File: config.mk
export PLATFORM = sky130hd
export DESIGN_NAME = de_stage
export DESIGN_NICKNAME = d
export VERILOG_FILES = /design/src/rtl/de_pkg.sv /design/src/rtl/de_regfile.sv /design/src/rtl/de_stage.sv
export SDC_FILE = /design/constraint.sdc
export NUM_CORES = 2
export LEC_CHECK = 0
export CAP_MARGIN = 10
export CORE_UTILIZATION = 45
export CTS_CLUSTER_DIAMETER = 40
export CTS_CLUSTER_SIZE = 40
export DETAILED_ROUTE_END_ITERATION = 8
export PLACE_DENSITY = 0.6
export SYNTH_ARGS = -nofsm -noshare
export SYNTH_HDL_FRONTEND = slang
export SYNTH_SLANG_ARGS = --single-unit
File: constraint.sdc
create_clock -name clk -period 47.7 [get_ports clk]
set_clock_uncertainty 0.1 [all_clocks]
set_input_delay 4.77 -clock clk [delete_from_list [all_inputs] [get_ports clk]]
set_output_delay 4.77 -clock clk [all_outputs]
set_load 0.01 [all_outputs]
File: src/rtl/de_pkg.sv
// Shared definitions for the decode stage: field widths, RV32I opcode constants,
// the 6-bit decoded-operation enum and the instruction decoder.
package de_pkg;

    localparam int unsigned INST_W    = 32;
    localparam int unsigned REG_IDX_W = 5;
    localparam int unsigned OP_W      = 6;

    // Latch widths at the default 32-bit datapath.
    localparam int unsigned FE_LATCH_W = 1 + INST_W + 3 * 32;                 // 129
    localparam int unsigned WB_W       = 1 + REG_IDX_W + 32;                  // 38
    localparam int unsigned DE_LATCH_W = 1 + OP_W + REG_IDX_W + 1 + 6 * 32;   // 205

    localparam logic [6:0] OPC_LUI    = 7'b0110111;
    localparam logic [6:0] OPC_AUIPC  = 7'b0010111;
    localparam logic [6:0] OPC_JAL    = 7'b1101111;
    localparam logic [6:0] OPC_JALR   = 7'b1100111;
    localparam logic [6:0] OPC_BRANCH = 7'b1100011;
    localparam logic [6:0] OPC_LOAD   = 7'b0000011;
    localparam logic [6:0] OPC_STORE  = 7'b0100011;
    localparam logic [6:0] OPC_OPIMM  = 7'b0010011;
    localparam logic [6:0] OPC_OP     = 7'b0110011;

    // OP_ILLEGAL is zero so an all-zero bubble decodes as "nothing".
    typedef enum logic [OP_W-1:0] {
        OP_ILLEGAL = 6'd0, OP_LUI, OP_AUIPC, OP_JAL, OP_JALR,
        OP_BEQ, OP_BNE, OP_BLT, OP_BGE, OP_BLTU, OP_BGEU,
        OP_LW, OP_SW,
        OP_ADDI, OP_SLTI, OP_SLTIU, OP_XORI, OP_ORI, OP_ANDI, OP_SLLI, OP_SRLI, OP_SRAI,
        OP_ADD, OP_SUB, OP_SLL, OP_SLT, OP_SLTU, OP_XOR, OP_SRL, OP_SRA, OP_OR, OP_AND
    } op_e;

    typedef struct packed {
        op_e                  op;
        logic [REG_IDX_W-1:0] rd;         // zero unless the op writes rd
        logic                 writes_rd;
        logic                 use_rs1;
        logic                 use_rs2;
        logic [31:0]          imm;
    } dec_t;

    function automatic dec_t decode(input logic [INST_W-1:0] inst);
        dec_t       d;
        logic [2:0] f3;
        logic [6:0] f7;
        logic [31:0] imm_i;
        f3    = inst[14:12];
        f7    = inst[31:25];
        imm_i = {{20{inst[31]}}, inst[31:20]};
        d.op        = OP_ILLEGAL;
        d.rd        = '0;
        d.writes_rd = 1'b0;
        d.use_rs1   = 1'b0;
        d.use_rs2   = 1'b0;
        d.imm       = '0;
        case (inst[6:0])
            OPC_LUI, OPC_AUIPC: begin
                d.op        = (inst[6:0] == OPC_LUI) ? OP_LUI : OP_AUIPC;
                d.writes_rd = 1'b1;
                d.imm       = {inst[31:12], 12'h000};
            end
            OPC_JAL: begin
                d.op        = OP_JAL;
                d.writes_rd = 1'b1;
                d.imm = {{11{inst[31]}}, inst[31], inst[19:12], inst[20], inst[30:21], 1'b0};
            end
            OPC_JALR: if (f3 == 3'b000) begin
                d.op = OP_JALR; d.writes_rd = 1'b1; d.use_rs1 = 1'b1; d.imm = imm_i;
            end
            OPC_BRANCH: begin
                case (f3)
                    3'b000:  d.op = OP_BEQ;
                    3'b001:  d.op = OP_BNE;
                    3'b100:  d.op = OP_BLT;
                    3'b101:  d.op = OP_BGE;
                    3'b110:  d.op = OP_BLTU;
                    3'b111:  d.op = OP_BGEU;
                    default: d.op = OP_ILLEGAL;
                endcase
                d.use_rs1 = 1'b1;
                d.use_rs2 = 1'b1;
                d.imm = {{19{inst[31]}}, inst[31], inst[7], inst[30:25], inst[11:8], 1'b0};
            end
            OPC_LOAD: if (f3 == 3'b010) begin
                d.op = OP_LW; d.writes_rd = 1'b1; d.use_rs1 = 1'b1; d.imm = imm_i;
            end
            OPC_STORE: if (f3 == 3'b010) begin
                d.op = OP_SW; d.use_rs1 = 1'b1; d.use_rs2 = 1'b1;
                d.imm = {{20{inst[31]}}, inst[31:25], inst[11:7]};
            end
            OPC_OPIMM: begin
                case (f3)
                    3'b000:  d.op = OP_ADDI;
                    3'b010:  d.op = OP_SLTI;
                    3'b011:  d.op = OP_SLTIU;
                    3'b100:  d.op = OP_XORI;
                    3'b110:  d.op = OP_ORI;
                    3'b111:  d.op = OP_ANDI;
                    3'b001:  d.op = (f7 == 7'b0000000) ? OP_SLLI : OP_ILLEGAL;
                    default: d.op = (f7 == 7'b0000000) ? OP_SRLI :
                                    (f7 == 7'b0100000) ? OP_SRAI : OP_ILLEGAL;
                endcase
                d.writes_rd = 1'b1; d.use_rs1 = 1'b1; d.imm = imm_i;
            end
            OPC_OP: begin
                if (f7 == 7'b0000000) begin
                    case (f3)
                        3'b000:  d.op = OP_ADD;
                        3'b001:  d.op = OP_SLL;
                        3'b010:  d.op = OP_SLT;
                        3'b011:  d.op = OP_SLTU;
                        3'b100:  d.op = OP_XOR;
                        3'b101:  d.op = OP_SRL;
                        3'b110:  d.op = OP_OR;
                        default: d.op = OP_AND;
                    endcase
                end else if (f7 == 7'b0100000) begin
                    d.op = (f3 == 3'b000) ? OP_SUB : (f3 == 3'b101) ? OP_SRA : OP_ILLEGAL;
                end
                d.writes_rd = 1'b1; d.use_rs1 = 1'b1; d.use_rs2 = 1'b1;
            end
            default: d.op = OP_ILLEGAL;
        endcase
        // Illegal encodings (including bad funct fields) read and write nothing.
        if (d.op == OP_ILLEGAL) begin
            d.writes_rd = 1'b0; d.use_rs1 = 1'b0; d.use_rs2 = 1'b0; d.imm = '0;
        end
        d.rd = d.writes_rd ? inst[11:7] : '0;
        return d;
    endfunction

endpackage

File: src/rtl/de_regfile.sv
// Architectural register file: two combinational read ports, one write port.
// Ports: clk, reset (async, active-high); rs1_addr/rs2_addr -> rs1_data/rs2_data;
// wr_en/wr_addr/wr_data write port. x0 reads zero and ignores writes; a read of the
// register being written this cycle returns wr_data (write-through).
module de_regfile import de_pkg::*; #(
    parameter int unsigned DBITS = 32,
    parameter int unsigned REGNO = 32
) (
    input  logic                 clk,
    input  logic                 reset,
    input  logic [REG_IDX_W-1:0] rs1_addr,
    input  logic [REG_IDX_W-1:0] rs2_addr,
    output logic [DBITS-1:0]     rs1_data,
    output logic [DBITS-1:0]     rs2_data,
    input  logic                 wr_en,
    input  logic [REG_IDX_W-1:0] wr_addr,
    input  logic [DBITS-1:0]     wr_data
);

    logic [DBITS-1:0] regs_q [REGNO];

    always_ff @(posedge clk or posedge reset) begin
        if (reset) begin
            for (int i = 0; i < REGNO; i++) regs_q[i] <= '0;
        end else if (wr_en && wr_addr != '0 && 32'(wr_addr) < REGNO) begin
            regs_q[wr_addr] <= wr_data;
        end
    end

    always_comb begin
        rs1_data = '0;
        rs2_data = '0;
        if (rs1_addr != '0 && 32'(rs1_addr) < REGNO) begin
            rs1_data = (wr_en && wr_addr == rs1_addr) ? wr_data : regs_q[rs1_addr];
        end
        if (rs2_addr != '0 && 32'(rs2_addr) < REGNO) begin
            rs2_data = (wr_en && wr_addr == rs2_addr) ? wr_data : regs_q[rs2_addr];
        end
    end

endmodule

File: src/rtl/de_stage.sv
// Decode stage: decodes the FE latch, reads operands, tracks in-flight writers with a
// busy scoreboard and stalls FE on RAW/WAW hazards. A flush from AGEX squashes both
// the incoming instruction and the writer currently held in DE_latch.
// Ports: clk, reset (async, active-high); from_FE_latch {valid,inst,pc,pcplus,inst_count};
// from_AGEX_to_DE flush; from_WB_to_DE {wr_en,wr_reg,wr_data}; from_DE_to_FE stall;
// DE_latch_out {valid,op,rd,wr_en,rs1_val,rs2_val,imm,pc,pcplus,inst_count}.
module de_stage import de_pkg::*; #(
    parameter int unsigned DBITS = 32,
    parameter int unsigned REGNO = 32
) (
    input  logic                                     clk,
    input  logic                                     reset,
    input  logic [INST_W+3*DBITS:0]                  from_FE_latch,
    input  logic                                     from_AGEX_to_DE,
    input  logic [REG_IDX_W+DBITS:0]                 from_WB_to_DE,
    output logic                                     from_DE_to_FE,
    output logic [OP_W+REG_IDX_W+1+6*DBITS:0]        DE_latch_out
);

    localparam int unsigned LatW  = OP_W + REG_IDX_W + 2 + 6 * DBITS;
    localparam int unsigned WrPos = 6 * DBITS;
    localparam int unsigned RdLsb = 6 * DBITS + 1;

    logic                 fe_valid;
    logic [INST_W-1:0]    inst;
    logic [DBITS-1:0]     fe_pc, fe_pcplus, fe_count;
    logic                 wb_en;
    logic [REG_IDX_W-1:0] wb_reg;
    logic [DBITS-1:0]     wb_data;
    logic                 flush;

    assign fe_valid  = from_FE_latch[INST_W+3*DBITS];
    assign inst      = from_FE_latch[INST_W+3*DBITS-1 -: INST_W];
    assign fe_pc     = from_FE_latch[3*DBITS-1 -: DBITS];
    assign fe_pcplus = from_FE_latch[2*DBITS-1 -: DBITS];
    assign fe_count  = from_FE_latch[DBITS-1:0];
    assign wb_en     = from_WB_to_DE[REG_IDX_W+DBITS];
    assign wb_reg    = from_WB_to_DE[REG_IDX_W+DBITS-1 -: REG_IDX_W];
    assign wb_data   = from_WB_to_DE[DBITS-1:0];
    assign flush     = from_AGEX_to_DE;

    dec_t                 dec;
    logic                 dec_wr_en;
    logic [REG_IDX_W-1:0] rs1, rs2;
    logic [DBITS-1:0]     rf_rs1, rf_rs2;

    assign dec       = decode(inst);
    assign dec_wr_en = dec.writes_rd && (dec.rd != '0);
    assign rs1       = inst[19:15];
    assign rs2       = inst[24:20];

    de_regfile #(.DBITS(DBITS), .REGNO(REGNO)) u_regfile (
        .clk      (clk),
        .reset    (reset),
        .rs1_addr (rs1),
        .rs2_addr (rs2),
        .rs1_data (rf_rs1),
        .rs2_data (rf_rs2),
        .wr_en    (wb_en),
        .wr_addr  (wb_reg),
        .wr_data  (wb_data)
    );

    logic [LatW-1:0]  latch_q, latch_d;
    logic [REGNO-1:0] busy_q, busy_d;
    logic [REGNO-1:0] wb_clr, squash_clr, issue_set, busy_eff;
    logic             hazard, issue;
    logic             lat_valid, lat_wr;
    logic [REG_IDX_W-1:0] lat_rd;

    assign lat_valid = latch_q[LatW-1];
    assign lat_wr    = latch_q[WrPos];
    assign lat_rd    = latch_q[RdLsb +: REG_IDX_W];

    // A register retired by WB this cycle is already free for the hazard check.
    assign wb_clr   = wb_en ? (REGNO'(1) << wb_reg) : '0;
    assign busy_eff = busy_q & ~wb_clr;

    always_comb begin
        hazard = fe_valid && (
            (dec.use_rs1 && rs1 != '0 && |(busy_eff & (REGNO'(1) << rs1))) ||
            (dec.use_rs2 && rs2 != '0 && |(busy_eff & (REGNO'(1) << rs2))) ||
            (dec_wr_en && |(busy_eff & (REGNO'(1) << dec.rd))));
        issue = fe_valid && !hazard && !flush;
    end

    assign from_DE_to_FE = hazard && !flush && !reset;

    always_comb begin
        latch_d = '0;
        if (issue) begin
            latch_d = {1'b1, dec.op, dec.rd, dec_wr_en,
                       dec.use_rs1 ? rf_rs1 : '0,
                       dec.use_rs2 ? rf_rs2 : '0,
                       DBITS'($signed(dec.imm)),
                       fe_pc, fe_pcplus, fe_count};
        end
        // The flushed writer in DE_latch will never reach WB, so free its rd here.
        squash_clr = (flush && lat_valid && lat_wr) ? (REGNO'(1) << lat_rd) : '0;
        issue_set  = (issue && dec_wr_en) ? (REGNO'(1) << dec.rd) : '0;
        busy_d     = (busy_q & ~wb_clr & ~squash_clr) | issue_set;
    end

    always_ff @(posedge clk or posedge reset) begin
        if (reset) begin
            latch_q <= '0;
            busy_q  <= '0;
        end else begin
            latch_q <= latch_d;
            busy_q  <= busy_d;
        end
    end

    assign DE_latch_out = latch_q;

endmodule

# After elaboration in Yosys (flattened, before gate mapping)
# Index checks and enable logic that the tools add are counted.
# totals
latch_bits,0
regBits,1261
elab_cells,155
in_bits,170
out_inout_bits,206
mem_count,0
mem_bits_ro,0
ram_bits,0
# classes
n_bitwise,11
n_mux,45
eq_ne,19
shifts,5
multipliers,0
add_sub_neg,0
reduce_logical,37
div_mod_pow,0
magnitude_cmp,4
# op_table
op,count
$bwmux 1024,1
$mux 32,16
$bmux 32 s5,2
$pmux 32 s7,1
$mux 205,1
$and 32x32->32,5
$demux 32 s5,1
$shl 1x5->32 const A,5
$reduce_or 32->1,3
$not 32->32,2
$pmux 6 s8,1
$mux 35,1
$mux 5,7
$pmux 5 s7,1
$mux 34,1
$or 32x32->32,1
$eq 7x6->1 const B,4
$pmux 4 s7,1
$pmux 4 s6,1
$eq 7x7->1 const B,3
$reduce_bool 5->1,4
$ge 6x6->1 const B,3
$logic_and 1x1->1,18
$not 5->6,3
other kinds (22),35

# Logic depth before layout (Yosys ltp)
# logic_depth
word_depth,21
mapped_depth,14
ltp_nobuf,7

# Cells and area by module
# Synthesis repeated with hierarchy kept, for this count alone.
# hier_totals
cells_unflattened,4786
hier_area_um2,64991.1
# by_module_without_submodules
module,seq_area_each_um2,area_per_inst_um2,instances,cells_each
de_regfile,25624.6,54353.4,1,3693
de_stage,5905.7,10637.7,1,1093

# Worst setup path before layout
# OpenSTA, ideal clock, no wires.
# synth_path
path_kind,in2out
startpoint,input reset
endpoint,output from_DE_to_FE
t_required_ns,42.830
t_arrival_ns,33.386
cell_stages,2
setup_slack_ns,9.444
n_path_buf,0
path_cell_list,inv_1 o2111a_1
# synth_via
elab_chain_len,2
# synth_lines
element,line,text
from (decl),de_stage.sv:12,"input logic reset,"
$logic_not 1->1 (no line),n/a,
$logic_and 1x1->1,de_stage.sv:87,assign from_DE_to_FE = hazard && !flush && !reset;
to (decl),de_stage.sv:16,"output logic from_DE_to_FE,"
# No other way between the ends.

# Worst setup path in the final report
# layout_path
startpoint,input from_WB_to_DE[33]
endpoint,output from_DE_to_FE
# layout_via
elab_chain_len,12
word_cells_on_any_way,18
classes_between,shift (1); mux (1); bitwise (5); reduce/logical (11)
# layout_lines
element,line,text
from (decl),de_stage.sv:15,"input logic [REG_IDX_W+DBITS:0] from_WB_to_DE,"
$shl 1x5->32 (*),de_stage.sv:76,assign wb_clr = wb_en ? (REGNO'(1) << wb_reg) : '0;
$mux 32 (*),de_stage.sv:76,
$not 32->32 (*),de_stage.sv:77,assign busy_eff = busy_q & ~wb_clr;
$and 32x32->32 (*),de_stage.sv:77,
"$and 32x32->32, on equally long branches","de_stage.sv:81, de_stage.sv:82",
"$reduce_or 32->1, on equally long branches","de_stage.sv:81, de_stage.sv:82",
"$logic_and 1x1->1, on equally long branches","de_stage.sv:81, de_stage.sv:82",
$logic_or 1x1->1,de_stage.sv:81,(dec.use_rs1 && rs1 != '0 && |(busy_eff & (REGNO'(1) << rs1))) ||
$logic_or 1x1->1 (*),de_stage.sv:82,(dec.use_rs2 && rs2 != '0 && |(busy_eff & (REGNO'(1) << rs2))) ||
$logic_and 1x1->1 (*),de_stage.sv:80,hazard = fe_valid && (
$logic_and 1x1->1 (*) (2 in a row),de_stage.sv:87,
# Every way passes the cells marked *; elsewhere a longest branch is shown, timed or not.

==> metrics.md <==
| Metric | Value |
|---|---|
| Largest net degree at the start of global routing | 157 |
| Post-CTS Setup Inserts | 0 |
| R2R setup slack | 43470 ps |
| Hold Startpoint | u_regfile.regs_q[1003]$_DFFE_PP0P_ |
| Routed WL | 231000 um |
| Synth Register Bits | 1260 |
| Drt pass-1 iters | 6 |
| Status | finished clean |
| Post_cts resized | 0 |
| EDFF count, synth | 0 |
| Die W | 382 um |
| Clk_lat worst skew | 830 ps |
| Register Area | 0.0315 mm^2 |
| Nets@finish | 5158 |
| WP data arrival | 9690 ps |
| Slew HR | 18.7% |
| XOR/XNOR Fraction of Synth Area | 0.162% |
| Clock power share | 44.2% |
| WP data required | 42830 ps |
| Reg power frac | 40.2% |
| WL/cell | 32.7 um |
| Post-route ant nets | 0 |
| IO buf count | 374 |
| Core Area | 0.143 mm^2 |
| Worst-Margin Slew | 1210 ps |
| CTS sink cnt | 1260 |
| FF-to-FF Start | busy_q[30]$_DFF_PP0_ |
| Rows | 139 |
| Net Sw Frac | 26.8% |
| Worst Setup End Kind | primary output |
| Final HPWL DP | 130000 um |
| Most common cell after layout, fill and taps aside | dfrtp_1 |
| Global-route wire length before repair | 338000 um |
| Setup violators final | 0 |
| Area of the multi-input gates | 0.0315 mm^2 |
| DIE HEIGHT | 382 um |
| H-Tree Depth | 4 |
| Number of vias per cell | 6.62 |
| Initial Util | 45.3% |
| Final period util | 30.5% |
| Syn-to-layout area delta | 18.7% |
| Total design power | 3.37 mW |
| Max Fanout on Critical Path | 65 |
| Root Driver | clkbuf_16 |
| Critical Path Start Type | input pin |
| Switch Pwr | 904 uW |
| Initial antenna violation count | 14 |
| Cts bufs inserted | 193 |
| Filler cells | 11900 |
| Gpl congestion | 0.931 |
| Total Routing Usage GR | 31.7% |
| Gate power share | 15.6% |
| Adder-cell share of the synthesized area | 0.0154% |
| Post-Synth Simple-Gate Area | 5.57% |
| Vias in the first global route | 47500 |
| Initial DRC count | 4842 |
| CTS tree | done |
| Share of layout cells above drive strength 1 | 38.0% |
| Fin area | 0.0772 mm^2 |
| Post-cts hold buffer count | 0 |
| FF-to-FF path depth | 7 |
| Die area | 0.146 mm^2 |
| Mapped Area | 0.0650 mm^2 |
| Unique masters post-synth | 85 |
| Fin. Hold Viols | 0 |
| IO Pins | 376 |
| Maximum clock path buffer count | 3 |
| Fmax | 68.7 MHz |
| RSZ-0062 raised after global routing | false |
| Int Pwr | 2.46 mW |
| Post-Syn Instances | 4859 |
| Synthesized area per cell | 13.4 um^2 |
| Leakage power | 32.5 nW |
| WHS | 290 ps |
| Final slew viol count | 0 |
| Mapped Nets | 5029 |
| Compound-gate portion of the synthesized area | 8.89% |
| # DRC | 0 |
| Via count | 46700 |
| Gr ovfl total | 0 |
| Min cycle time layout | 14560 ps |
| Sequential area share after synthesis | 48.5% |
| Fin Setup TNS | 0 ps |
| Pwr dens | 43.6 mW/mm^2 |
| Count of maximum capacitance violations | 0 |
| Setup CP Type | input pin to primary output |
| Main synth FF type | dfrtp_1 |
| Largest family of logic cells by synthesized area | multiplexers |
| Hold Path Cell Cnt | 0 |
| Most frequent cells in the layout | dfrtp_1 (1260), mux2_2 (896), mux4_2 (512), nand2_1 (467), clkdlybuf4s50_1 (370) |
| Peak supply drop | 29.4 uV |
| Worst Hold End | u_regfile.regs_q[1003]$_DFFE_PP0P_ |
| Hold WC Path Type | flop to flop |
| Share of flip-flops with an asynchronous set or reset | 100% |
| Synth Warn # | 0 |
| Worst-path clk slew | 50 ps |
| Post-synthesis mux area share | 33.3% |
| Area after DPL | 0.0702 mm^2 |
| FF-to-FF End | DE_latch_out[157]$_DFF_PP0_ |
## synth_stat cells (31+ instances only)
cell type	n	share of area, %
a2111oi_0	100	1.3
nor2_1	55	0.32
buf_1	90	0.52
a21oi_1	73	0.56
nor4_1	38	0.37
o21ai_0	89	0.68
nand2_1	490	2.8
a211oi_1	110	1.3
o22ai_1	194	1.9
mux2_2	896	16
o41ai_1	31	0.42
dfrtp_1	1260	48
clkbuf_1	413	2.4
o221ai_1	37	0.50
or4_1	32	0.37
mux4_2	512	18
buf_2	61	0.47
## per-layer routing
layer	wire (um)	track usage (%)	vias up
li1	-	-	19100
met1	93900	43.0	24900
met2	108000	48.9	2277
met5	70	0	-
met3	19000	7.01	541
met4	10400	14.3	12
## worst max path at each step
stage / startpoint / end / depth (start not counted)
6_report: from_WB_to_DE[33] / from_DE_to_FE / 11
5_1_grt: from_FE_latch[111] / from_DE_to_FE / 10
4_1_cts: from_WB_to_DE[33] / from_DE_to_FE / 11
3_5_place_dp: from_WB_to_DE[33] / from_DE_to_FE / 11
3_3_place_gp: from_WB_to_DE[33] / from_DE_to_FE / 11
2_1_floorplan: reset / DE_latch_out[0]$_DFF_PP0_ / 1
## layout make-up
cell class	count	share of cell area (%)
multi-input cells	3012	40.7
clock inverters	124	2.13
well taps	1903	3.08
flip-flops and latches	1260	40.8
diodes	8	0.0259
repair buffers	509	6.32
inverters	12	0.0681
clock buffers	234	6.79
## through the flow
stage / worst slack [ps] / utilization, % / std cells
final: 33140 / 53.8 / 7062
after global placement: 33300 / 48.9 / 6691
after floorplan: 7300 / - / 4859
after detailed placement: 33260 / 49.0 / 6694
after global routing: 33040 / 53.8 / 7060
after CTS: 33240 / 53.8 / 7052
## cell families (layout without fill, tap and decap cells)
logic type,Yosys count,count (layout)
buffers and inverters,587,879
other,1,9
adder cells (fa/ha/maj),1,1
XOR/XNOR,12,12
flip-flops,1260,1260
AND/OR/NAND/NOR,775,775
multiplexers,1410,1410
AO/OA/AOI/OAI,813,813
## critical path, stage by stage
cell and delay (ps):
clkdlybuf4s50_1 900, nand2_1 110, buf_4 250, nor2_4 810, buf_4 560, o22ai_1 170
a32oi_1 270, nand4_1 200, a32o_4 680, o2111a_1 370, clkdlybuf4s50_1 550
## state kept, by name (all words and copies together), names as in the netlist
| register | cells |
|---|---|
| busy_q | 32 |
| u_regfile.regs_q | 1024 |
| DE_latch_out | 204 |
## power groups by stage
stage | sequential, mW | combinational, mW | clock, mW
floorplan | 1.34 | 0.404 | 0
global placement | 1.36 | 0.514 | 0
detailed placement | 1.37 | 0.524 | 0
CTS | 1.35 | 0.526 | 1.51
global route | 1.38 | 0.562 | 1.56
finish | 1.36 | 0.526 | 1.49
No activity file was read; power rests on OpenSTA's default activity.
